## src/rtl/uart_rx_pkg.sv

```systemverilog
// Shared types and constants for the UART receive path.
// Frame-format encodings and oversampling defaults live here.
package uart_rx_pkg;

    typedef enum logic [2:0] {
        IDLE,
        START,
        DATA,
        PARITY,
        STOP,
        BREAK_WAIT
    } rx_state_e;

    localparam logic [1:0] DBITS_5 = 2'd0;
    localparam logic [1:0] DBITS_6 = 2'd1;
    localparam logic [1:0] DBITS_7 = 2'd2;
    localparam logic [1:0] DBITS_8 = 2'd3;

    localparam int OVERSAMPLE_DEF = 16;
    localparam int MID_SAMPLE     = 9;

    // Index of the final data bit for a data_bits code.
    function automatic logic [2:0] last_bit_idx(input logic [1:0] db);
        logic [2:0] idx;
        idx = 3'd7;
        unique case (db)
            DBITS_5: idx = 3'd4;
            DBITS_6: idx = 3'd5;
            DBITS_7: idx = 3'd6;
            DBITS_8: idx = 3'd7;
            default: idx = 3'd7;
        endcase
        return idx;
    endfunction

endpackage

```

## src/rtl/uart_baud_tick.sv

```systemverilog
// Oversample tick generator: one-cycle pulse every baud_div+1 clocks.
// Shared between the receiver and the transmitter.
module uart_baud_tick #(
    parameter int DIV_WIDTH = 16
) (
    input  logic                 pclk,
    input  logic                 areset,
    input  logic [DIV_WIDTH-1:0] baud_div,
    output logic                 tick
);

    logic [DIV_WIDTH-1:0] cnt;

    // >= keeps the counter bounded if baud_div shrinks mid-count
    assign tick = (cnt >= baud_div);

    always_ff @(posedge pclk or posedge areset) begin
        if (areset) begin
            cnt <= '0;
        end else if (tick) begin
            cnt <= '0;
        end else begin
            cnt <= cnt + 1'b1;
        end
    end

endmodule

```

## src/rtl/uart_rx_deserializer.sv

```systemverilog
// 16x oversampling UART receiver with majority-vote bit decisions,
// configurable frame format and a valid/ready byte output.
module uart_rx_deserializer
    import uart_rx_pkg::*;
#(
    parameter int OVERSAMPLE  = OVERSAMPLE_DEF,
    parameter int DIV_WIDTH   = 16,
    parameter int SYNC_STAGES = 2
) (
    input  logic                 pclk,
    input  logic                 areset,
    input  logic                 rx,
    input  logic [DIV_WIDTH-1:0] baud_div,
    input  logic [1:0]           data_bits,
    input  logic                 parity_en,
    input  logic                 parity_odd,
    input  logic                 stop2,
    output logic [7:0]           rx_data,
    output logic                 rx_valid,
    input  logic                 rx_ready,
    output logic                 parity_err,
    output logic                 frame_err,
    output logic                 overrun,
    input  logic                 err_clr
);

    localparam int SW = $clog2(OVERSAMPLE);
    localparam logic [SW-1:0] S_V0   = SW'(MID_SAMPLE - 2);
    localparam logic [SW-1:0] S_V1   = SW'(MID_SAMPLE - 1);
    localparam logic [SW-1:0] S_MID  = SW'(MID_SAMPLE);
    localparam logic [SW-1:0] S_LAST = SW'(OVERSAMPLE - 1);

    logic [SYNC_STAGES-1:0] sync;
    logic                   rx_s;
    logic                   tick;
    rx_state_e              state, state_n;
    logic [SW-1:0]          s;
    logic [2:0]             bit_idx;
    logic [7:0]             data_r;
    logic                   v0, v1, vote;
    logic [2:0]             cfg_last;
    logic                   cfg_pen, cfg_podd, cfg_stop2;
    logic                   second, par_err_p, armed;
    logic                   at_mid, at_last, complete;

    uart_baud_tick #(.DIV_WIDTH(DIV_WIDTH)) u_tick (
        .pclk     (pclk),
        .areset   (areset),
        .baud_div (baud_div),
        .tick     (tick)
    );

    always_ff @(posedge pclk or posedge areset) begin
        if (areset) begin
            sync  <= '1;
            armed <= 1'b0;
        end else begin
            sync <= {sync[SYNC_STAGES-2:0], rx};
            if (rx_s) armed <= 1'b1;
        end
    end

    assign rx_s     = sync[SYNC_STAGES-1];
    assign vote     = (v0 & v1) | (v0 & rx_s) | (v1 & rx_s);
    assign at_mid   = tick && (s == S_MID);
    assign at_last  = tick && (s == S_LAST);
    // A low stop bit ends the frame early; otherwise the last stop bit does
    assign complete = at_mid && (state == STOP) &&
                      (!vote || !cfg_stop2 || second);

    always_ff @(posedge pclk or posedge areset) begin
        if (areset) state <= IDLE;
        else        state <= state_n;
    end

    always_comb begin
        state_n = state;
        unique case (state)
            IDLE:       if (tick && armed && !rx_s) state_n = START;
            START:      if (at_mid && vote)     state_n = IDLE;
                        else if (at_last)       state_n = DATA;
            DATA:       if (at_last && bit_idx == cfg_last)
                            state_n = cfg_pen ? PARITY : STOP;
            PARITY:     if (at_last)            state_n = STOP;
            STOP:       if (complete)           state_n = vote ? IDLE : BREAK_WAIT;
            BREAK_WAIT: if (tick && rx_s)       state_n = IDLE;
            default:    state_n = IDLE;
        endcase
    end

    always_ff @(posedge pclk or posedge areset) begin
        if (areset) begin
            s         <= '0;
            bit_idx   <= '0;
            data_r    <= '0;
            v0        <= 1'b0;
            v1        <= 1'b0;
            second    <= 1'b0;
            par_err_p <= 1'b0;
            cfg_last  <= '0;
            cfg_pen   <= 1'b0;
            cfg_podd  <= 1'b0;
            cfg_stop2 <= 1'b0;
        end else begin
            if (state == IDLE) begin
                cfg_last  <= last_bit_idx(data_bits);
                cfg_pen   <= parity_en;
                cfg_podd  <= parity_odd;
                cfg_stop2 <= stop2;
            end
            if (tick) begin
                if (state == IDLE) begin
                    s         <= '0;
                    bit_idx   <= '0;
                    data_r    <= '0;
                    second    <= 1'b0;
                    par_err_p <= 1'b0;
                end else begin
                    s <= s + 1'b1;
                end
                if (s == S_V0) v0 <= rx_s;
                if (s == S_V1) v1 <= rx_s;
                if (state == DATA && s == S_MID)   data_r[bit_idx] <= vote;
                if (state == DATA && s == S_LAST)  bit_idx <= bit_idx + 3'd1;
                if (state == PARITY && s == S_MID) par_err_p <= (vote ^ (^data_r)) != cfg_podd;
                if (state == STOP && s == S_LAST)  second <= 1'b1;
            end
        end
    end

    always_ff @(posedge pclk or posedge areset) begin
        if (areset) begin
            rx_data    <= '0;
            rx_valid   <= 1'b0;
            parity_err <= 1'b0;
            frame_err  <= 1'b0;
            overrun    <= 1'b0;
        end else begin
            if (complete && (!rx_valid || rx_ready)) begin
                rx_data    <= data_r;
                parity_err <= par_err_p;
                frame_err  <= !vote;
                rx_valid   <= 1'b1;
            end else if (rx_valid && rx_ready) begin
                rx_valid <= 1'b0;
            end
            if (complete && rx_valid && !rx_ready) overrun <= 1'b1;
            else if (err_clr)                      overrun <= 1'b0;
        end
    end

endmodule

```

## config.mk

```make
export PLATFORM = sky130hd
export DESIGN_NAME = uart_rx_deserializer
export DESIGN_NICKNAME = d
export VERILOG_FILES = /design/src/rtl/uart_rx_pkg.sv /design/src/rtl/uart_baud_tick.sv /design/src/rtl/uart_rx_deserializer.sv
export SDC_FILE = /design/constraint.sdc
export NUM_CORES = 1
export LEC_CHECK = 0
export CORE_MARGIN = 2
export CORE_UTILIZATION = 30
export DETAILED_ROUTE_END_ITERATION = 10
export GPL_ROUTABILITY_DRIVEN = 0
export GPL_TIMING_DRIVEN = 0
export PLACE_DENSITY = 0.52
export SYNTH_ARGS = -nofsm -noshare
export SYNTH_HDL_FRONTEND = slang
export SYNTH_SLANG_ARGS = --single-unit
```

## constraint.sdc

```tcl
create_clock -name pclk -period 2.1 [get_ports pclk]
set_clock_uncertainty 0.1 [all_clocks]
set_input_delay 0.42 -clock pclk [delete_from_list [all_inputs] [get_ports pclk]]
set_output_delay 0.42 -clock pclk [all_outputs]
set_load 0.005 [all_outputs]
```

==> results of run 1 <==
## synth_stat cells (all sizes together)
cell and instances:
and2 2, a22oi 1, o311ai 1, nand3 17, nor3 6, xnor2 17
o22ai 2, o31ai 2, nand2b 4, o32ai 1, a2111oi 1, o41ai 1
or3 2, nand2 30, a32o 1, a31oi 3, a41oi 1, inv 27
a221o 1, nand4 6, o21ai 30, buf 7, and3 4, clkbuf 5
a311oi 3, a211oi 1, a22o 1, mux2 12, nor4 2, dfstp 2
a21oi 19, a21o 1, nor4b 1, o211a 1, xor2 9, dfrtp 57
nor2 31, nor2b 5, o21a 1, or2 2, ha 21
## how the worst max path moves through the flow
stage	startpoint	end	slack [ns]	cells past startpoint
6_report	u_tick.cnt[1]	state[0]	-0.39	9
5_1_grt	u_tick.cnt[13]	state[0]	-0.52	9
4_1_cts	u_tick.cnt[1]	rx_data[1]	-0.35	9
3_5_place_dp	baud_div[15]	s[0]	-1.18	11
3_3_place_gp	baud_div[15]	s[3]	-1.15	10
2_1_floorplan	baud_div[1]	parity_err	-0.11	9
## metrics by stage
step | worst slack (ns) | hold WS (ns) | util
after floorplan | -0.1136 | 0.2452 | -
after global placement | -1.150 | 0.2467 | 0.3659
after detailed placement | -1.180 | 0.2472 | 0.3677
after CTS | -0.3523 | 0.2479 | 0.4227
after global routing | -0.5240 | 0.2529 | 0.4587
final | -0.3898 | 0.2483 | 0.4587
## critical path, stage by stage, from the launching register on
cell and delay [ns]:
dfrtp_2 0.45, ha_4 0.26, nor2b_4 0.12, o211a_1 0.26, o311ai_4 0.31, nand3_4 0.20
buf_4 0.20, a311oi_1 0.28, a221o_1 0.16, nor2_1 0.04
## layout make-up
| type | instances | share of cell area |
|---|---|---|
| timing repair buffer | 68 | 0.1407 |
| clock inverter | 5 | 0.01057 |
| clock buffer | 11 | 0.02843 |
| inverter | 27 | 0.02592 |
| tap | 140 | 0.03523 |
| sequential | 59 | 0.2977 |
| buffer | 11 | 0.02441 |
| multi-input combinational | 243 | 0.4371 |
## flip-flops by register name, indices dropped and copies added, names as in the netlist
signal	cells
parity_err	1
data_r	8
second	1
frame_err	1
rx_data	8
bit_idx	3
cfg_pen	1
par_err_p	1
v0	1
sync	2
overrun	1
v1	1
rx_valid	1
state	3
armed	1
cfg_stop2	1
u_tick.cnt	16
cfg_last	3
cfg_podd	1
s	4
## per-layer routing
metal,vias to the layer above,GRT usage,wire (um)
met5,-,0,0
met4,0,0.06510,205
met3,16,0.02331,313
met2,56,0.2289,3894
met1,1359,0.2056,3785
li1,1342,-,-
## power breakdown
part	leakage (nW)	internal, mW	total, mW	switching, mW
Clock	0.0991	0.574	1.05	0.473
Combinational	1.32	0.876	1.93	1.05
Sequential	0.770	1.36	1.61	0.252
Total	2.19	2.81	4.59	1.78
## cell families (layout without fill, tap and decap cells)
logic type | Yosys count | count (layout) | share of synthesized area
compound gates | 72 | 72 | 0.1374
xor+xnor | 26 | 26 | 0.06850
fa+ha+maj | 21 | 21 | 0.07904
buf+inv | 39 | 122 | 0.05269
flops | 59 | 59 | 0.4449
mux | 12 | 12 | 0.04968
simple gates | 112 | 112 | 0.1679
## what timing repair did
item / CTS / global route
gates cloned: 2 / 2
buffers inserted: 17 / 11
pin swaps: 36 / 24
endpoints found under the setup margin: 50 / 50
resized for setup: 80 / 75
==> impl_metrics.env, run 1 <==
export IMPL_portBuffers=37
export IMPL_first_iter_violations=245
export IMPL_tightest_slew_ns=0.7958
export IMPL_crit_path_end_kind="flip-flop"
export IMPL_cts_tree="built"
export IMPL_min_path_type="reg2reg"
export IMPL_area_growth_pct=49.57
export IMPL_worst_ep_arrival_time_ns=2.62
export IMPL_antennaDiodeCount=0
export IMPL_netlist_area_sq_um=3324
export IMPL_required_ns=2.23
export IMPL_ys_ff_latch=59
export IMPL_multi_input_area_sq_um=2173
export IMPL_pin_count=38
export IMPL_place_hpwl_mm=5.273
export IMPL_grt_overflow=0
export IMPL_whs_endpoint="sync[1]"
export IMPL_dp_cells=519
export IMPL_final_cell_count_no_fill=564
export IMPL_synth_cells=341
export IMPL_status="finished with violations"
export IMPL_ys_warn_count=0
export IMPL_cts_hold_buf=0
export IMPL_die_area_sq_um=11940
export IMPL_slew_viol_final=0
export IMPL_hold_path_depth=0
export IMPL_routed_via_density=4.917
export IMPL_seqCellArea_sq_um=1480
export IMPL_finalWirelength_mm=8.198
export IMPL_reg2reg_slack_ns=-0.39
export IMPL_hold_start="sync[0]"
export IMPL_firstDrtPassIters=5
export IMPL_placed_area_sq_um=3986
export IMPL_yosysTopAreaCell="dfrtp_1"
export IMPL_clock_path_buffers=2
export IMPL_num_rows=38
export IMPL_fin_total_pwr_mw=4.586
export IMPL_root_buffer="clkbuf_8"
export IMPL_p_leak_nw=2.188
export IMPL_layout_nets=466
export IMPL_hold_viol=0
export IMPL_reg2regPathDepth=9
export IMPL_fillCellCount=1019
export IMPL_slew_headroom=0.4639
export IMPL_die_w_um=109.3
export IMPL_first_global_vias=2737
export IMPL_layout_common_cells="dfrtp_1 (56), clkdlybuf4s50_1 (24), nand2_1 (23)"
export IMPL_worstPathMaxFanout=7
export IMPL_syn_num_nets=388
export IMPL_rsz0062_at_grt="yes"
export IMPL_grt_max_degree=36
export IMPL_postSynthAreaPerCell_sq_um=9.749
export IMPL_clkSinkCount=59
export IMPL_path_clk_slew_ns=0.07
export IMPL_synth_cell_types=51
export IMPL_antenna_found_initial=0
export IMPL_maxCapViolCount=0
export IMPL_cts_made_buffers=9
export IMPL_power_density_nw_per_um2=922.3
export IMPL_min_period_ns=2.490
export IMPL_fin_area_sq_um=4972
export IMPL_die_y_um=109.3
export IMPL_start_kind="flip-flop"
export IMPL_initial_core_util=0.3067
export IMPL_setup_ws_ns=-0.3898
export IMPL_synth_yosys_seq_area_share=0.4449
export IMPL_final_common_cell="dfrtp_1"
export IMPL_crit_type="reg2reg"
export IMPL_drtAntennaViolNets=0
export IMPL_setup_tns_ns=-11.67
export IMPL_grt_first_pass_wirelength_mm=13.57
export IMPL_drive_gt1_frac=0.3608
export IMPL_htreeDepth=3
export IMPL_synth_top_area_share=0.4291
export IMPL_drc=0
export IMPL_failed_checks="setup timing"
export IMPL_min_period_over_period=1.186
export IMPL_rr_startpoint="u_tick.cnt[1]"
export IMPL_timing_fmax_ghz=0.4016
export IMPL_grt_usage=0.1485
export IMPL_core_sq_um=10840
export IMPL_wl_per_cell_um=14.54
export IMPL_r2r_end="state[0]"
export IMPL_peakVddDrop_v=0.0003601
export IMPL_setup_viol_count_final=50
export IMPL_vias=2773
export IMPL_clk_latency_ns=0.35
export IMPL_yosys_top_cells_area="dfrtp_1 (43%), ha_1 (7.9%), xnor2_1 (4.5%)"
Note: power is estimated with default switching activity, not from simulation.
==> run 2, diff against run 1 <==
--- a/config.mk
+++ b/config.mk
@@ -5,12 +5,14 @@
 export SDC_FILE = /design/constraint.sdc
 export NUM_CORES = 1
 export LEC_CHECK = 0
+export CELL_PAD_IN_SITES_DETAIL_PLACEMENT = 1
+export CELL_PAD_IN_SITES_GLOBAL_PLACEMENT = 1
 export CORE_MARGIN = 2
 export CORE_UTILIZATION = 30
 export DETAILED_ROUTE_END_ITERATION = 10
 export GPL_ROUTABILITY_DRIVEN = 0
 export GPL_TIMING_DRIVEN = 0
-export PLACE_DENSITY = 0.52
+export PLACE_DENSITY = 0.63
 export SYNTH_ARGS = -nofsm -noshare
 export SYNTH_HDL_FRONTEND = slang
 export SYNTH_SLANG_ARGS = --single-unit
==> run 2 against run 1 <==
  * The flow still finishes with violations (setup timing)
  * Combinational power increased by 9%
  * Utilization rose by 0.60 points
  * Sequential power about the same
  * Via count increased by 1.5%
  * Critical path type unchanged
  * Critical endpoint unchanged
  * Maximum frequency fell by 2.2%
  * Global-route usage grew 1.1 points
  * Die area is the same
  * Clock-buffer cell count is 2 lower
  * Critical path depth stayed put
  * Non-clock buffer count grew 5
==> impl_metrics.env, run 2 (synthesis gave the netlist of run 1 again) <==
export IMPL_seqCellArea_sq_um=1480
export IMPL_max_stage_delay_ns=0.42
export IMPL_portBuffers=37
export IMPL_final_common_cell="dfrtp_1"
export IMPL_reg2reg_slack_ns=-0.44
export IMPL_dp_cells=519
export IMPL_min_period_ns=2.545
export IMPL_reg_top3="u_tick.cnt (16), data_r (8), rx_data (8)"
export IMPL_first_global_vias=2934
export IMPL_htreeDepth=3
export IMPL_slew_headroom=0.4873
export IMPL_num_rows=38
export IMPL_rr_startpoint="u_tick.cnt[14]"
export IMPL_setup_ws_ns=-0.4446
export IMPL_grt_overflow=0
export IMPL_placed_area_sq_um=3986
export IMPL_die_y_um=109.3
export IMPL_tightest_slew_ns=0.7610
export IMPL_clock_path_buffers=2
export IMPL_final_cell_count_no_fill=569
export IMPL_fin_total_pwr_mw=4.628
export IMPL_cp_startpoint="u_tick.cnt[14]"
export IMPL_p_leak_nw=2.192
export IMPL_grt_first_pass_wirelength_mm=14.75
export IMPL_hold_viol=0
export IMPL_timing_fmax_ghz=0.3930
export IMPL_area_growth_pct=51.52
export IMPL_maxCapViolCount=0
export IMPL_p_sw_frac=0.4090
export IMPL_clkSinkCount=59
export IMPL_rsz0062_at_grt="yes"
export IMPL_failed_checks="setup timing"
export IMPL_fin_area_sq_um=5037
export IMPL_firstDrtPassIters=4
export IMPL_min_period_over_period=1.212
export IMPL_fillCellCount=1177
export IMPL_regMostFlops="u_tick.cnt"
export IMPL_critical_path_slowest_cell="dfrtp_1"
export IMPL_first_iter_violations=52
export IMPL_status="finished with violations"
export IMPL_p_int_mw=2.735
export IMPL_p_clk_frac=0.199
export IMPL_routed_via_density=4.946
export IMPL_place_hpwl_mm=5.976
export IMPL_antennaDiodeCount=0
export IMPL_power_density_nw_per_um2=918.7
export IMPL_crit_type="reg2reg"
export IMPL_die_w_um=109.3
export IMPL_peakVddDrop_v=0.0003823
export IMPL_drtAntennaViolNets=0
export IMPL_drive_gt1_frac=0.3776
export IMPL_cts_tree="built"
export IMPL_setup_viol_count_final=50
export IMPL_initial_core_util=0.3067
export IMPL_p_sw_mw=1.893
export IMPL_slew_viol_final=0
export IMPL_layout_nets=471
export IMPL_largest_register_ff_count=16
export IMPL_worst_ep_arrival_time_ns=2.72
export IMPL_p_seq_frac=0.347
export IMPL_worstPathMaxFanout=3
export IMPL_multi_input_area_sq_um=2207
export IMPL_pin_count=38
export IMPL_start_kind="flip-flop"
export IMPL_vias=2814
export IMPL_die_area_sq_um=11940
export IMPL_fin_util=0.4647
export IMPL_cts_hold_buf=0
export IMPL_antenna_found_initial=0
export IMPL_finalWirelength_mm=9.609
export IMPL_min_path_type="reg2reg"
export IMPL_required_ns=2.27
export IMPL_crit_path_end_kind="flip-flop"
export IMPL_layout_common_cells="dfrtp_1 (56), clkdlybuf4s50_1 (26), nand2_1 (23), buf_4 (23), inv_1 (18)"
export IMPL_cp_cell_sequence="ha_4 -> nand4_1 -> nor3_4 -> a22oi_2 -> buf_4 -> a311oi_2 -> o21ai_1 -> a221o_1 -> nor2_1"
export IMPL_grt_usage=0.1598
export IMPL_wl_per_cell_um=16.89
export IMPL_root_buffer="clkbuf_8"
export IMPL_grt_max_degree=31
export IMPL_drc=0
export IMPL_path_clk_slew_ns=0.08
export IMPL_p_comb_frac=0.454
export IMPL_clk_latency_ns=0.35
export IMPL_hold_start="sync[0]"
export IMPL_core_sq_um=10840
export IMPL_cts_made_buffers=9
==> run 2: changes by cell type in the layout (fill, tap and decap cells not counted), moves of 3 or more <==
cell        change
buf_4           +6
nor2_2          -4
nor2_4          +4
clkinvlp_4      +3
ha_1            -3
ha_4            +3
==> run 2: area by class of cell <==
class	instances	area share
inverters	27	0.02558
well taps	140	0.03477
flip-flops and latches	59	0.2938
plain buffers	12	0.02732
clock buffers	9	0.02459
multi-input cells	243	0.4382
repair buffers	72	0.1468
clock inverters	7	0.008942
==> run 2: per-stage QoR <==
| step | setup WS [ns] | hold WS [ns] | TNS, ns |
|---|---|---|---|
| floorplan | -0.1136 | 0.2452 | -1.197 |
| global placement | -1.140 | 0.2463 | -114.60 |
| detailed placement | -1.192 | 0.2472 | -51.69 |
| CTS | -0.3409 | 0.2573 | -9.151 |
| global route | -0.5700 | 0.2653 | -17.65 |
| finish | -0.4446 | 0.2560 | -12.86 |
==> run 2: worst max-delay path, delay by kind of cell (launching register included) <==
family,cells,cell delay (ns)
compound gates,4,0.86
simple gates,3,0.64
buf+inv,1,0.16
flops,1,0.42
fa+ha+maj,1,0.28
==> run 2: power groups by stage <==
stage / clock network, mW / logic (mW) / registers [mW]
4_1_cts: 0.933 / 1.60 / 1.59
5_1_grt: 0.996 / 2.32 / 1.64
3_5_place_dp: 0 / 1.33 / 1.61
2_1_floorplan: 0 / 0.964 / 1.55
3_3_place_gp: 0 / 1.26 / 1.60
6_report: 0.921 / 2.10 / 1.61
==> run 2: timing repair <==
item | in CTS | in global routing
gates cloned | 1 | 4
endpoints found under the setup margin | 50 | 50
gates resized for setup | 73 | 82
setup buffers | 15 | 15
pin swaps | 27 | 23
==> run 2: layer usage <==
metal  vias to the layer above  global-route usage  wire [um]
li1                       1357                   -          -
met1                      1395              0.2093       4391
met2                        45              0.2653       4747
met3                        17             0.02391        240
met4                         0             0.06239        229
met5                         -                   0          0
==> run 2: path summary, 6_finish.rpt <==
check / endpoint / cells after the start
max reg2reg: state[0] / 9
max in group asynchronous: sync[0] / 3
min: sync[1] / 0
max: state[0] / 9
min reg2reg: sync[1] / 0
min in group asynchronous: rx_data[5] / 2
